## src/rtl/beam_emitter.sv

```systemverilog
// IR break-beam emitter: gated carrier bursts separated by dark gaps, with the
// receiver level latched at the end of each burst to report beam state.
//
// state   | meaning
// --------+---------------------------------------------------------------
// S_IDLE  | emitter dark, waiting for en
// S_BURST | carrier on: CARRIER_DIV clks high, CARRIER_DIV clks low, x BURST_CYCLES
// S_GAP   | emitter dark for GAP_CYCLES carrier periods, en checked every clk
module beam_emitter #(
    parameter int CARRIER_DIV   = 1316,
    parameter int BURST_CYCLES  = 16,
    parameter int GAP_CYCLES    = 16,
    parameter bit RX_ACTIVE_LOW = 1'b1
) (
    input  logic        clk,
    input  logic        rst_n,
    input  logic        en,
    input  logic        rx_clean,
    output logic        ir_out,
    output logic        burst_start,
    output logic        beam_broken,
    output logic        beam_valid,
    output logic [15:0] burst_count
);

    localparam int HALF_W  = (CARRIER_DIV > 1) ? $clog2(CARRIER_DIV) : 1;
    localparam int PER_MAX = (BURST_CYCLES > GAP_CYCLES) ? BURST_CYCLES : GAP_CYCLES;
    localparam int PER_W   = (PER_MAX > 1) ? $clog2(PER_MAX) : 1;

    localparam logic [HALF_W-1:0] HALF_LOAD  = HALF_W'(CARRIER_DIV - 1);
    localparam logic [PER_W-1:0]  BURST_LOAD = PER_W'(BURST_CYCLES - 1);
    localparam logic [PER_W-1:0]  GAP_LOAD   = PER_W'((GAP_CYCLES > 0) ? GAP_CYCLES - 1 : 0);

    typedef enum logic [1:0] {
        S_IDLE  = 2'd0,
        S_BURST = 2'd1,
        S_GAP   = 2'd2
    } state_t;

    state_t              state_q, state_d;
    logic [HALF_W-1:0]   half_cnt_q, half_cnt_d;
    logic                hi_half_q, hi_half_d;
    logic [PER_W-1:0]    period_cnt_q, period_cnt_d;
    logic                ir_out_d, burst_start_d, beam_broken_d, beam_valid_d;
    logic [15:0]         burst_count_d;

    logic half_done, period_done, seg_done, rx_broken;
    logic start_burst, go_idle;

    // Both BURST and GAP time themselves with the same half-period / period
    // down-counters; a segment ends on the terminal count of the low half.
    assign half_done   = (half_cnt_q == '0);
    assign period_done = half_done && !hi_half_q;
    assign seg_done    = period_done && (period_cnt_q == '0);
    assign rx_broken   = RX_ACTIVE_LOW ? rx_clean : ~rx_clean;

    always_comb begin
        state_d       = state_q;
        half_cnt_d    = half_cnt_q;
        hi_half_d     = hi_half_q;
        period_cnt_d  = period_cnt_q;
        ir_out_d      = 1'b0;
        burst_start_d = 1'b0;
        beam_valid_d  = 1'b0;
        beam_broken_d = beam_broken;
        burst_count_d = burst_count;
        start_burst   = 1'b0;
        go_idle       = 1'b0;

        case (state_q)
            S_IDLE: begin
                if (en) start_burst = 1'b1;
            end
            S_BURST: begin
                if (seg_done) begin
                    beam_valid_d  = 1'b1;
                    beam_broken_d = rx_broken;
                    burst_count_d = burst_count + 16'd1;
                    if (!en) begin
                        go_idle = 1'b1;
                    end else if (GAP_CYCLES == 0) begin
                        start_burst = 1'b1;
                    end else begin
                        state_d      = S_GAP;
                        half_cnt_d   = HALF_LOAD;
                        hi_half_d    = 1'b1;
                        period_cnt_d = GAP_LOAD;
                    end
                end else begin
                    if (half_done) begin
                        half_cnt_d = HALF_LOAD;
                        hi_half_d  = ~hi_half_q;
                        if (!hi_half_q) period_cnt_d = period_cnt_q - PER_W'(1);
                    end else begin
                        half_cnt_d = half_cnt_q - HALF_W'(1);
                    end
                    ir_out_d = hi_half_d;
                end
            end
            S_GAP: begin
                if (!en) begin
                    go_idle = 1'b1;
                end else if (seg_done) begin
                    start_burst = 1'b1;
                end else if (half_done) begin
                    half_cnt_d = HALF_LOAD;
                    hi_half_d  = ~hi_half_q;
                    if (!hi_half_q) period_cnt_d = period_cnt_q - PER_W'(1);
                end else begin
                    half_cnt_d = half_cnt_q - HALF_W'(1);
                end
            end
            default: go_idle = 1'b1;
        endcase

        if (start_burst) begin
            state_d       = S_BURST;
            half_cnt_d    = HALF_LOAD;
            hi_half_d     = 1'b1;
            period_cnt_d  = BURST_LOAD;
            ir_out_d      = 1'b1;
            burst_start_d = 1'b1;
        end
        if (go_idle) begin
            state_d      = S_IDLE;
            half_cnt_d   = '0;
            hi_half_d    = 1'b0;
            period_cnt_d = '0;
        end
    end

    always_ff @(posedge clk or negedge rst_n) begin
        if (!rst_n) begin
            state_q      <= S_IDLE;
            half_cnt_q   <= '0;
            hi_half_q    <= 1'b0;
            period_cnt_q <= '0;
            ir_out       <= 1'b0;
            burst_start  <= 1'b0;
            beam_broken  <= 1'b0;
            beam_valid   <= 1'b0;
            burst_count  <= '0;
        end else begin
            state_q      <= state_d;
            half_cnt_q   <= half_cnt_d;
            hi_half_q    <= hi_half_d;
            period_cnt_q <= period_cnt_d;
            ir_out       <= ir_out_d;
            burst_start  <= burst_start_d;
            beam_broken  <= beam_broken_d;
            beam_valid   <= beam_valid_d;
            burst_count  <= burst_count_d;
        end
    end

endmodule
```

## config.mk

```make
export PLATFORM = sky130hd
export DESIGN_NAME = beam_emitter
export DESIGN_NICKNAME = d
export VERILOG_FILES = /design/src/rtl/beam_emitter.sv
export SDC_FILE = /design/constraint.sdc
export NUM_CORES = 1
export LEC_CHECK = 0
export ABC_AREA = 1
export CAP_MARGIN = 5
export CORE_MARGIN = 3
export CORE_UTILIZATION = 45
export CTS_CLUSTER_DIAMETER = 200
export CTS_CLUSTER_SIZE = 20
export DETAILED_ROUTE_END_ITERATION = 16
export GPL_ROUTABILITY_DRIVEN = 0
export PLACE_DENSITY = 0.76
export RECOVER_POWER = 25
export SLEW_MARGIN = 20
export SYNTH_ARGS = -nofsm -noshare
export SYNTH_HDL_FRONTEND = slang
export SYNTH_SLANG_ARGS = --single-unit
```

## constraint.sdc

```tcl
create_clock -name clk -period 2.1 [get_ports clk]
set_input_delay 0.21 -clock clk [delete_from_list [all_inputs] [get_ports clk]]
set_output_delay 0.21 -clock clk [all_outputs]
set_load 0.005 [all_outputs]
```

==> impl_metrics.tcl <==
set metrics [dict create \
    setup_violations 0 \
    die_area_um2 5950 \
    grt_antenna_before_repair 0 \
    initial_core_util 0.473 \
    final_area_um2 2970 \
    nNetsFinal 359 \
    place_area_um2 2700 \
    cts_inserted_buffers 5 \
    synth_nets 309 \
    clock_sinks 38 \
    grt_max_degree 39 \
    period_needed_ps 2010 \
    total_power_w 0.00309 \
    ios 24 \
    max_cap_viol_count 0 \
    cp_max_fo 4 \
    max-clock-path-buffers 2 \
    crit_path_end_kind "flop" \
    holdBufCountCts 0 \
    grt_first_pass_wirelength_um 8690 \
    first_iter_violations 224 \
    wl_per_cell_um 12.8 \
    final_max_slew_viol_count 0 \
    stdcell_count 413 \
    grt_overflow 0 \
    dp_hpwl_um 3560 \
    postSynthCellCount 296 \
    final_layout_size_suffix_gt1_frac 0.185 \
    startpoint_type "flop" \
    portBuffers 23 \
    outcome "completed" \
    die_w_um 77.1 \
    synth_area_leader_cell "dfrtp_1" \
    grt_pass1_vias 1923 \
    finalCritPeriodShare 0.955 \
    timing.hold.ws_ps 47.0 \
    skew_ps 10.3 \
    leakage_nw 1.42 \
    fp.coreArea_um2 4820 \
    hold_viol 0 \
    drc 0 \
    crit_arrival_ps 2180 \
    drt_first_pass_iters 4 \
    cts.clk_slew.worst_paths_ps 80 \
    syn-cell-area_um2 2280 \
    totalWireLength_um 5270 \
    slew_headroom 0.368 \
    tightest_slew_ps 947 \
    via_per_inst 5.02 \
    netlist_top_cells_area "dfrtp_1 (42%), nand2_1 (15%), nand3_1 (7.9%)" \
    fmax_ghz 0.498 \
    avgSynthCellArea_um2 7.69 \
    areaGrowthSynthToFinish_pct 30.4 \
    worst_ep_required_time_ps 2270 \
    clk_latency_ps 290 \
    ys_types 29 \
    power.density_nw_per_um2 1040 \
    peakVddDrop_v 0.000710 \
    holdCritPathClass "in2async" \
    cp-startpoint "half_cnt_q[5]$_DFFE_PN0P_" \
    crit_type "reg2reg" \
    n_antenna_cell 0 \
    tritoncts "yes" \
    die_y_um 77.1 \
    yosysWarnings 0 \
    cts-root-buf "clkbuf_8" \
    ys_ff_latch 38 \
    grtUsageTotal 0.178 \
    timing.rr.start "half_cnt_q[5]$_DFFE_PN0P_" \
    yosysSeqAreaShare 0.418 \
    h-tree-depth 2 \
    place_inst 398 \
    ant_nets 0 \
    synth.top_cell.area_share 0.418 \
    rows 25 \
    vias 2075 \
]
power breakdown:
part	internal [W]	leakage, nW	switching (W)	total [W]
Combinational	0.000606	0.871	0.000767	0.00137
Sequential	0.000918	0.486	0.000170	0.00109
Clock	0.000380	0.0573	0.000253	0.000633
synthesized netlist by cell type, drive strengths merged:
master  count
clkinv      3
nand4      12
a21oi       4
xnor2       7
buf         3
nand3b      1
nand3      38
nor2       34
ha          9
nand2      93
o21ai       7
inv        27
o31ai       1
nor3b       1
dfrtp      38
clkbuf      1
xor2       11
nor3        6
per-layer routing:
metal	up-vias	part of all wire	global-route usage
met2	62	0.48	0.287
met5	-	0	0
li1	1057	-	-
met3	7	0.046	0.0376
met4	0	0.012	0.0552
met1	949	0.46	0.241
placed cells by master, fill, tap and decap left out:
cell and instances:
nor3b_1 1, dfrtp_2 1, clkbuf_8 6, inv_2 3, clkdlybuf4s50_1 22, nand2_1 87, nand4_1 12, a21oi_1 3
bufinv_16 1, clkbuf_2 1, nand3_2 7, nand2_2 3, nor3_1 6, nor2_4 5, nand3_1 31, a21oi_4 2
inv_1 23, clkinv_1 2, ha_4 2, xor2_1 11, nand3b_1 1, buf_4 22, inv_4 2, nor2_1 25
xnor2_1 6, nor2_2 4, buf_12 1, ha_1 7, o21ai_0 6, o21ai_1 1, xnor2_2 1, dfrtp_1 37
o31ai_1 1, nand2_4 3
cell families after synthesis:
logic type      share of synthesized area
simple gates                        0.370
flops                               0.418
buf+inv                            0.0615
xor+xnor                           0.0692
compound gates                     0.0324
fa+ha+maj                          0.0495
registers in the layout, summed over array words and instances, names as in the netlist:
name,cells
hi_half_q,1
half_cnt_q,11
period_cnt_q,4
ir_out,1
beam_valid,1
state_q,2
burst_start,1
beam_broken,1
burst_count,16
area by class of cell:
| type | count | area (um^2) |
|---|---|---|
| Fill cell | 407 | 1850 |
| Multi-Input combinational cell | 225 | 1290 |
| Sequential cell | 38 | 952 |
| Timing Repair Buffer | 46 | 410 |
| Inverter | 30 | 118 |
| Tap cell | 67 | 83.8 |
| Clock buffer | 6 | 82.6 |
| Clock inverter | 1 | 30.0 |
stage by stage:
stage,setup WS (ps),util,setup TNS (ps)
after global placement,104,0.559,0
after CTS,18.3,0.583,0
after floorplan,16.6,-,0
after detailed placement,38.0,0.559,0
final,93.8,0.616,0
after global routing,-15.4,0.616,-27.0
path summary, 6_finish.rpt:
| check | end | slack (ps) | cells past startpoint |
|---|---|---|---|
| min in group clk | beam_broken$_DFFE_PN0P_ | 460 | 3 |
| hold reg to reg | beam_broken$_DFFE_PN0P_ | 490 | 2 |
| max in group asynchronous | half_cnt_q[2]$_DFFE_PN0P_ | 1400 | 1 |
| setup reg to reg | burst_count[11]$_DFFE_PN0P_ | 90 | 12 |
| setup / recovery | burst_count[11]$_DFFE_PN0P_ | 90 | 12 |
| hold / removal | half_cnt_q[5]$_DFFE_PN0P_ | 50 | 1 |
critical path, cell delays in order, from the launching register on:
cell and delay [ps]:
dfrtp_1 410, nor2_2 160, nand3_2 120, nor2_4 160
ha_4 150, nand2_2 70, nor2_4 180, nand2_4 90
inv_4 70, nand2_4 60, nor2_4 190, nand2_2 90
xnor2_2 140
repair_timing:
| item | 4_1_cts | 5_1_grt |
|---|---|---|
| resized for setup | 0 | 25 |
| hold endpoints to repair | 0 | 0 |
| buffers inserted | 0 | 7 |
| setup endpoints to repair | 0 | 30 |
(Power assumes the default switching activity.)
